### src/rtl/arm_psr_pkg.sv
// ============================================================================
// Module   : arm_psr_pkg
// Brief    : Mode encodings, vector offsets, PSR bit indices and enums shared
//            by the PSR / exception controller.
// Revision : 1.0 - initial release
// ============================================================================
`default_nettype none

package arm_psr_pkg;

    localparam logic [4:0] c_mode_usr = 5'b10000;
    localparam logic [4:0] c_mode_fiq = 5'b10001;
    localparam logic [4:0] c_mode_irq = 5'b10010;
    localparam logic [4:0] c_mode_svc = 5'b10011;
    localparam logic [4:0] c_mode_abt = 5'b10111;
    localparam logic [4:0] c_mode_und = 5'b11011;
    localparam logic [4:0] c_mode_sys = 5'b11111;

    localparam logic [31:0] c_vec_und = 32'h0000_0004;
    localparam logic [31:0] c_vec_swi = 32'h0000_0008;
    localparam logic [31:0] c_vec_abt = 32'h0000_0010;
    localparam logic [31:0] c_vec_irq = 32'h0000_0018;
    localparam logic [31:0] c_vec_fiq = 32'h0000_001C;

    localparam int c_bit_n    = 31;
    localparam int c_bit_z    = 30;
    localparam int c_bit_c    = 29;
    localparam int c_bit_v    = 28;
    localparam int c_bit_i    = 7;
    localparam int c_bit_f    = 6;
    localparam int c_bit_t    = 5;
    localparam int c_bit_m_hi = 4;
    localparam int c_bit_m_lo = 0;

    typedef enum logic [2:0] {
        EXC_NONE = 3'd0,
        EXC_ABT  = 3'd1,
        EXC_FIQ  = 3'd2,
        EXC_IRQ  = 3'd3,
        EXC_UND  = 3'd4,
        EXC_SWI  = 3'd5
    } exc_kind_e;

    typedef enum logic [1:0] {
        ST_IDLE   = 2'd0,
        ST_ENTRY  = 2'd1,
        ST_RET_RD = 2'd2,
        ST_RET_WR = 2'd3
    } state_e;

    // USR and SYS share the unbanked view and have no SPSR.
    function automatic logic has_spsr(input logic [4:0] m);
        return (m == c_mode_fiq) || (m == c_mode_irq) || (m == c_mode_svc) ||
               (m == c_mode_abt) || (m == c_mode_und);
    endfunction

    function automatic logic [2:0] spsr_slot(input logic [4:0] m);
        case (m)
            c_mode_fiq: return 3'd0;
            c_mode_irq: return 3'd1;
            c_mode_svc: return 3'd2;
            c_mode_abt: return 3'd3;
            c_mode_und: return 3'd4;
            default:    return 3'd0;
        endcase
    endfunction

endpackage

`default_nettype wire

### src/rtl/arm_exc_prio.sv
// ============================================================================
// Module   : arm_exc_prio
// Brief    : Combinational exception priority encoder (ABT > FIQ > IRQ > UND
//            > SWI) honouring the I and F masks.
// Revision : 1.0 - initial release
// ============================================================================
`default_nettype none

module arm_exc_prio
    import arm_psr_pkg::*;
(
    input  logic        i_irq,
    input  logic        i_fiq,
    input  logic        i_abt,
    input  logic        i_und,
    input  logic        i_swi,
    input  logic        i_i_mask,
    input  logic        i_f_mask,
    output logic        o_valid,
    output exc_kind_e   o_kind,
    output logic [4:0]  o_mode,
    output logic [31:0] o_offset
);

    always_comb begin
        o_valid  = 1'b1;
        o_kind   = EXC_NONE;
        o_mode   = c_mode_usr;
        o_offset = '0;
        if (i_abt) begin
            o_kind = EXC_ABT; o_mode = c_mode_abt; o_offset = c_vec_abt;
        end else if (i_fiq && !i_f_mask) begin
            o_kind = EXC_FIQ; o_mode = c_mode_fiq; o_offset = c_vec_fiq;
        end else if (i_irq && !i_i_mask) begin
            o_kind = EXC_IRQ; o_mode = c_mode_irq; o_offset = c_vec_irq;
        end else if (i_und) begin
            o_kind = EXC_UND; o_mode = c_mode_und; o_offset = c_vec_und;
        end else if (i_swi) begin
            o_kind = EXC_SWI; o_mode = c_mode_svc; o_offset = c_vec_swi;
        end else begin
            o_valid = 1'b0;
        end
    end

endmodule

`default_nettype wire

### src/rtl/arm_psr_exc_ctrl.sv
// ============================================================================
// Module   : arm_psr_exc_ctrl
// Brief    : Owns CPSR and the banked SPSRs; sequences exception entry and
//            exception return onto the register-file write/PC/mode ports.
// Revision : 1.0 - initial release
// ============================================================================
`default_nettype none

module arm_psr_exc_ctrl
    import arm_psr_pkg::*;
#(
    parameter logic [31:0] VEC_BASE   = 32'h0000_0000,
    parameter logic [4:0]  RESET_MODE = 5'b10011
) (
    input  logic        clk,
    input  logic        Rst,
    input  logic        Irq,
    input  logic        Fiq,
    input  logic        Abt_Req,
    input  logic        Und_Req,
    input  logic        Swi_Req,
    input  logic        Ret_Req,
    input  logic [31:0] Ret_Addr,
    input  logic        Write_CPSR,
    input  logic        Write_SPSR,
    input  logic [31:0] PSR_In,
    input  logic [31:0] Rd_Data,
    output logic [4:0]  M,
    output logic        Write_Reg,
    output logic [3:0]  W_Addr,
    output logic [31:0] W_Data,
    output logic        Write_PC,
    output logic [31:0] PC_New,
    output logic        Rd_En,
    output logic [3:0]  Rd_Addr,
    output logic [31:0] CPSR,
    output logic [31:0] SPSR,
    output logic        Busy,
    output logic        Exc_Ack,
    output logic        Ret_Err
);

    localparam logic [3:0] c_lr_addr = 4'd14;

    state_e      r_state;
    state_e      w_next_state;
    logic [31:0] r_cpsr;
    logic [31:0] r_spsr [0:4];
    exc_kind_e   r_kind;
    logic [4:0]  r_tgt_mode;
    logic [31:0] r_vec;
    logic [31:0] r_ret_addr;
    logic [31:0] r_lr;
    logic        r_ret_err;

    logic        w_exc_valid;
    exc_kind_e   w_exc_kind;
    logic [4:0]  w_exc_mode;
    logic [31:0] w_exc_off;
    logic [4:0]  w_cur_mode;
    logic        w_cur_unpriv;
    logic [31:0] w_cur_spsr;

    assign w_cur_mode   = r_cpsr[c_bit_m_hi:c_bit_m_lo];
    assign w_cur_unpriv = (w_cur_mode == c_mode_usr) || (w_cur_mode == c_mode_sys);
    assign w_cur_spsr   = has_spsr(w_cur_mode) ? r_spsr[spsr_slot(w_cur_mode)] : 32'h0;

    arm_exc_prio u_prio (
        .i_irq    (Irq),
        .i_fiq    (Fiq),
        .i_abt    (Abt_Req),
        .i_und    (Und_Req),
        .i_swi    (Swi_Req),
        .i_i_mask (r_cpsr[c_bit_i]),
        .i_f_mask (r_cpsr[c_bit_f]),
        .o_valid  (w_exc_valid),
        .o_kind   (w_exc_kind),
        .o_mode   (w_exc_mode),
        .o_offset (w_exc_off)
    );

    always_ff @(posedge clk) begin
        if (Rst) r_state <= ST_IDLE;
        else     r_state <= w_next_state;
    end

    always_comb begin
        w_next_state = r_state;
        M         = w_cur_mode;
        Write_Reg = 1'b0;
        W_Addr    = '0;
        W_Data    = '0;
        Write_PC  = 1'b0;
        PC_New    = '0;
        Rd_En     = 1'b0;
        Rd_Addr   = '0;
        Exc_Ack   = 1'b0;
        Busy      = (r_state != ST_IDLE);
        case (r_state)
            ST_IDLE: begin
                // A pending exception always wins over a simultaneous return.
                if (w_exc_valid)                  w_next_state = ST_ENTRY;
                else if (Ret_Req && !w_cur_unpriv) w_next_state = ST_RET_RD;
            end
            ST_ENTRY: begin
                M         = r_tgt_mode;
                Write_Reg = 1'b1;
                W_Addr    = c_lr_addr;
                W_Data    = r_ret_addr;
                Write_PC  = 1'b1;
                PC_New    = r_vec;
                Exc_Ack   = 1'b1;
                w_next_state = ST_IDLE;
            end
            ST_RET_RD: begin
                Rd_En   = 1'b1;
                Rd_Addr = c_lr_addr;
                w_next_state = ST_RET_WR;
            end
            ST_RET_WR: begin
                Write_PC = 1'b1;
                PC_New   = r_lr;
                w_next_state = ST_IDLE;
            end
            default: w_next_state = ST_IDLE;
        endcase
    end

    always_ff @(posedge clk) begin
        if (Rst) begin
            r_cpsr     <= {24'h0, 1'b1, 1'b1, 1'b0, RESET_MODE};
            for (int k = 0; k < 5; k++) r_spsr[k] <= '0;
            r_kind     <= EXC_NONE;
            r_tgt_mode <= RESET_MODE;
            r_vec      <= '0;
            r_ret_addr <= '0;
            r_lr       <= '0;
            r_ret_err  <= 1'b0;
        end else begin
            r_ret_err <= 1'b0;
            case (r_state)
                ST_IDLE: begin
                    if (Write_CPSR) begin
                        if (w_cur_mode == c_mode_usr)
                            r_cpsr <= {PSR_In[31:28], r_cpsr[27:0]};
                        else
                            r_cpsr <= PSR_In;
                    end
                    if (Write_SPSR && has_spsr(w_cur_mode))
                        r_spsr[spsr_slot(w_cur_mode)] <= PSR_In;
                    if (w_exc_valid) begin
                        r_kind     <= w_exc_kind;
                        r_tgt_mode <= w_exc_mode;
                        r_vec      <= VEC_BASE + w_exc_off;
                        r_ret_addr <= Ret_Addr;
                    end else if (Ret_Req && w_cur_unpriv) begin
                        r_ret_err <= 1'b1;
                    end
                end
                ST_ENTRY: begin
                    // r_cpsr already carries any MSR accepted alongside the request.
                    r_spsr[spsr_slot(r_tgt_mode)]   <= r_cpsr;
                    r_cpsr[c_bit_m_hi:c_bit_m_lo]    <= r_tgt_mode;
                    r_cpsr[c_bit_i]                  <= 1'b1;
                    r_cpsr[c_bit_t]                  <= 1'b0;
                    if (r_kind == EXC_FIQ) r_cpsr[c_bit_f] <= 1'b1;
                end
                ST_RET_RD: r_lr   <= Rd_Data;
                ST_RET_WR: r_cpsr <= w_cur_spsr;
                default: ;
            endcase
        end
    end

    assign CPSR    = r_cpsr;
    assign SPSR    = w_cur_spsr;
    assign Ret_Err = r_ret_err;

endmodule

`default_nettype wire

### config.mk
export PLATFORM = sky130hd
export DESIGN_NAME = arm_psr_exc_ctrl
export DESIGN_NICKNAME = d
export VERILOG_FILES = /design/src/rtl/arm_psr_pkg.sv /design/src/rtl/arm_exc_prio.sv /design/src/rtl/arm_psr_exc_ctrl.sv
export SDC_FILE = /design/constraint.sdc
export NUM_CORES = 1
export LEC_CHECK = 0
export BUFFER_PORTS_ARGS = -buffer_cell sky130_fd_sc_hd__buf_4
export CAP_MARGIN = 20
export CORE_MARGIN = 3
export CORE_UTILIZATION = 45
export DETAILED_ROUTE_END_ITERATION = 12
export PLACE_DENSITY_LB_ADDON = 0.05
export SKIP_LAST_GASP = 1
export SYNTH_ARGS = -nofsm -noshare
export SYNTH_HDL_FRONTEND = slang
export SYNTH_SLANG_ARGS = --single-unit
### constraint.sdc
create_clock -name clk -period 3.3 [get_ports clk]
set_input_delay 0.165 -clock clk [delete_from_list [all_inputs] [get_ports clk]]
set_output_delay 0.165 -clock clk [all_outputs]
set_load 0.02 [all_outputs]
# Word-level counts from Yosys, hierarchy flattened
# Memories as Yosys holds them, arrays and structs flattened.
# Index checks and enable logic that the tools add are counted.
# totals
output_inout_bits	147
inputBits	106
reg_bits	139
mem_count	1
elab_cells	117
ram_bits	160
# memory_table
memory	depth	width	read_ports	rd_ports_with_merged_regs	wr	line_no	text
r_spsr	5	32	1	0	5	arm_psr_exc_ctrl.sv:48	logic [31:0] r_spsr [0:4];
# classes
mux	59
reduce_logical	26
n_eq_ne	19
bitwise_logic	1
# op_table
op	count
two-way mux 32 bit	9
one-hot mux 32 bit (2 select lines)	1
OR reduction 32 bit	2
equality test 5 bit, second input constant	11
one-hot mux 24 bit (2 select lines)	1
two-way mux 3 bit	12
two-way mux 28 bit	1
two-way mux 5 bit	5
one-hot mux 3 bit (4 select lines)	2
one-hot mux 8 bit (3 select lines)	1
two-way mux 1 bit	20
two-way mux 4 bit	3
two-way mux 2 bit	3
!= test 2 bit, second input constant	3
one-hot mux 2 bit (3 select lines)	1
AND reduction 3 bit	2
logical AND 1 bit	5
logical OR 1 bit	5
equality test 2 bit, second input constant	2
AND reduction 2 bit	2
AND reduction 4 bit	1
nonzero test 2 bit	2
equality test 3 x 2 -> 1 bit, second input constant	1
logical NOT 1 bit	3
other kinds (7)	7

# Depth between registers and ports, before layout
# logic_depth
ltp_word	13
ltp_mapped	9
ltp_nobuf	5

# Cells and area by module
# From an unflattened synthesis, not the netlist that was laid out.
# hier_totals
hier_cells	1661
area_unflattened_um2	15902.8
# modules_own_cells
module	area_each_um2	n_inst	cells_per_inst	seq_area_each_um2
arm_psr_exc_ctrl	15548.7	1	1608	8518.2
arm_exc_prio	354.1	1	53	0.0

# Worst setup path after synthesis
# No wires, ideal clock.
# synth_path
kind	register -> register
from	reg r_cpsr[0], in the netlist CPSR[0]
to	mem r_spsr[2][0], enable pin
setup_ps	394
slack_ps	765
stages_incl_launch_ff	6
synth_period_minus_slack_ps	2535
path_buffers	1
required_time_ps	2906
arrival_ps	2141
path_cell_list	dfxtp_1 buf_4 nand4b_1 o22ai_1 o21ai_1 nand2b_1
# synth_rtl
item	line_no	text
start, declared	arm_psr_exc_ctrl.sv:47	logic [31:0] r_cpsr;
start signal, assigned	arm_psr_exc_ctrl.sv:131	r_cpsr <= {24'h0, 1'b1, 1'b1, 1'b0, RESET_MODE};
start signal, assigned	arm_psr_exc_ctrl.sv:145	r_cpsr <= {PSR_In[31:28], r_cpsr[27:0]};
start signal, assigned	arm_psr_exc_ctrl.sv:147	r_cpsr <= PSR_In;
end, declared	arm_psr_exc_ctrl.sv:48	

# Worst setup path after layout
# layout_path
from	reg r_cpsr[1], in the netlist CPSR[1]
to	out SPSR[29]
# layout_via
elab_chain_len	6
elab_cells_between_ends	12
cone_classes	eq/ne: 5; mux: 2; reduce/logical: 4; memory: 1
# layout_rtl
item	line_no	text
branches (longest 5 deep; another with memory read (5 x 32 bit))	n/a	
two-way mux 32 bit (*)	arm_psr_exc_ctrl.sv:66	assign w_cur_spsr = has_spsr(w_cur_mode) ? r_spsr[spsr_slot(w_cur_mode)] : 32'h0;
end, declared	arm_psr_exc_ctrl.sv:37	output logic [31:0] SPSR,
# Every way passes the cells marked *.

==> qor.tcl <==
set qor(syn_inst) 1424
set qor(dpl.cell_count) 2009
set qor(critical_path_class) {flop to output port}
set qor(grt_max_degree) 82
set qor(timing.critical_path.fanout_max) 53
set qor(ioPinCount) 253
set qor(floorplan.die.height_um) 182
set qor(count_of_flip_flops_with_a_built_in_enable_after_synthesis) 188
set qor(worstMarginPinSlew_ns) 0.935
set qor(final.setup.tns_ns) 0
set qor(routed_wirelength_um) 45000
set qor(tritoncts) {built}
set qor(syn_area_per_cell_um2) 9.84
set qor(core_mm2) 0.0302
set qor(antennaDiodeCount) 0
set qor(worst_ep_required_time_ns) 3.13
set qor(finClkSkew_ns) 0.0177
set qor(setup.worst_path.end_class) {output port}
set qor(clock-root-buffer) {clkbuf_16}
set qor(full_die_area_mm2) 0.0333
set qor(final_layout_size_suffix_gt1_share_pct) 22.0
set qor(ys_warn_count) 0
set qor(fmax_mhz) 309
set qor(placementRows) 63
set qor(timing.final.crit_share_pct) 98.0
set qor(most_common_cell_after_layout_fill_and_taps_aside) {buf_4}
set qor(finalSetupViolations) 0
set qor(most_used_cells_in_the_layout_excluding_fill_and_tap_cells) {buf_4, nor2_1, edfxtp_1}
set qor(cts_setup_buffers) 0
set qor(timing.critical_path.from) {CPSR[1]$_SDFFE_PP1P_}
set qor(vdd.ir_drop.worst_mv) 0.356
set qor(gp_routability_congestion) 0.862
set qor(min_from) {Rst}
set qor(dp_hpwl_um) 28400
set qor(synth_seq_area_share_pct) 55.9
set qor(synth_ff_type) {edfxtp_1}
set qor(dp_worst_setup_slack_ns) 0.682
set qor(initial_utilization_pct) 46.4
set qor(routed_length_per_placed_instance_um) 21.0
set qor(routed-via-count) 12200
set qor(critical_path.reg2reg.startpoint) {CPSR[1]$_SDFFE_PP1P_}
set qor(portBuffers) 250
set qor(timing.final.max_slew_violations) 0
set qor(max_slew_margin_pct) 37.7
set qor(asyncSetResetFlopFracSynth_pct) 0
set qor(detail_routed_via_count_per_cell) 5.70
set qor(synthesis.area_mm2) 0.0140
set qor(hold_viol_final) 0
set qor(clock_tree.htree_level_count) 2
set qor(max-clock-path-buffers) 3
set qor(drt-initial-drc-count) 1097
set qor(worst_slack_ns) 0.0645
set qor(min_path_type) {input port to flop}
set qor(number_of_antenna_violations_at_the_first_check_in_global_routing) 1
set qor(drcViolationCount) 0
set qor(maxCapViolations) 0
set qor(synthToLayoutAreaGrowth_pct) 29.2
set qor(clkLatencyLatePin_ns) 0.52
set qor(ys_seq_elements) 297
set qor(worstSetupStartpointType) {flop}
set qor(rsz0062_at_grt) {false}
set qor(clkTransAtPathRegs_ns) 0.06
set qor(detailed_routing_iterations_pass_1) 5
set qor(grt_first_pass_wirelength_um) 69200
set qor(run_status) {finished clean}
set qor(cts_resized) 0
set qor(postLayoutCoreUtil_pct) 60.0
set qor(finalNetCount) 1831
set qor(power.density_cell_area_mw_per_mm2) 585
set qor(ys_types) 65
set qor(grt_pass1_vias) 12300
set qor(static-leakage-power_nw) 7.98
set qor(layout_min_cycle_time_ns) 3.24
set qor(final_antenna_net_count) 0
set qor(layout.cells.non_filler) 2141
set qor(global_route.usage.total_pct) 26.2
set qor(cts.sink_count) 297
set qor(cts-buffers-inserted) 35
set qor(die_w_um) 182
set qor(gr-total-overflow) 0
set qor(timing.critical_path.arrival_ns) 3.07
==> per-stage QoR <==
stage / hold WS (ns) / total power [W] / cell area (um^2)
CTS: 0.00887 / 0.0107 / 18100
global route: 0.0328 / 0.0110 / 18100
floorplan: 0.301 / 0.00585 / 14100
detailed placement: 0.421 / 0.00686 / 16300
global placement: 0.412 / 0.00684 / 16300
finish: 0.0298 / 0.0106 / 18100
==> metal layers <==
metal / vias up / part of all wire (%) / track usage, %
li1: 5666 / - / -
met1: 5956 / 41 / 33.9
met2: 512 / 49 / 44.5
met3: 69 / 8.5 / 5.82
met4: 2 / 2.1 / 7.07
met5: - / 0.044 / 0
==> final timing paths <==
check / end / slack, ns / cells after the start
max: SPSR[29] / 0.06 / 6
max reg2reg: r_spsr[4][22]$_SDFFCE_PN0P_ / 0.61 / 5
min: CPSR[5]$_SDFFE_PP0P_ / 0.03 / 2
min reg2reg: r_ret_addr[15]$_SDFFE_PP0P_ / 0.45 / 2
==> registers in the layout (all words and copies together), names as in the netlist <==
name        count
r_spsr        188
r_lr           32
r_tgt_mode      4
r_ret_addr     32
r_vec           3
CPSR           32
r_kind          3
r_state         2
Ret_Err         1
==> kinds of logic (layout without fill, tap and decap cells) <==
kind of cell	count (synthesis)	in the layout	synth area share (%)
AND/OR/NAND/NOR	574	574	19.4
AO/OA/AOI/OAI	333	333	15.9
buffers and inverters	175	473	5.62
flip-flops	297	297	55.9
multiplexers	42	42	3.05
XOR/XNOR	2	2	0.125
other	1	30	0.0268
==> synthesized netlist by cell type (27+ instances only) <==
cell type / number / area [um^2]
a211oi_1: 53 / 398
a21oi_1: 99 / 495
and3_1: 152 / 951
buf_2: 40 / 200
clkbuf_1: 72 / 270
dfxtp_1: 109 / 2180
edfxtp_1: 188 / 5650
inv_1: 39 / 146
mux2i_1: 36 / 360
nand2_1: 160 / 601
nor2_1: 190 / 713
o21ai_0: 63 / 315
o22ai_1: 27 / 169
==> timing repair <==
| item | CTS | global route |
|---|---|---|
| hold buffers | 69 | 0 |
| endpoints found under the hold margin | 69 | 0 |
| endpoints found under the setup margin | 0 | 0 |
==> power breakdown <==
group / internal (W) / total (W) / switching [W]
registers: 0.00425 / 0.00439 / 0.000142
clock network: 0.00223 / 0.00372 / 0.00149
logic: 0.000900 / 0.00248 / 0.00158
total: 0.00738 / 0.0106 / 0.00322
==> worst max-delay path: stages, from the launching register on <==
cell and delay, ns:
dfxtp_1 0.73, and3_1 0.30, buf_4 0.51, and3_1 0.25
a211oi_1 0.04, o22ai_1 0.46, buf_4 0.24
==> layout make-up <==
type                    instances  area (um^2)
flip-flops and latches        297         7830
multi-input cells             981         5550
fillers                      2597        12100
well taps                     390          488
repair buffers                370         2980
inverters                      40          150
clock buffers                  54         1030
clock inverters                 9         82.6
(Power assumes the default switching activity.)
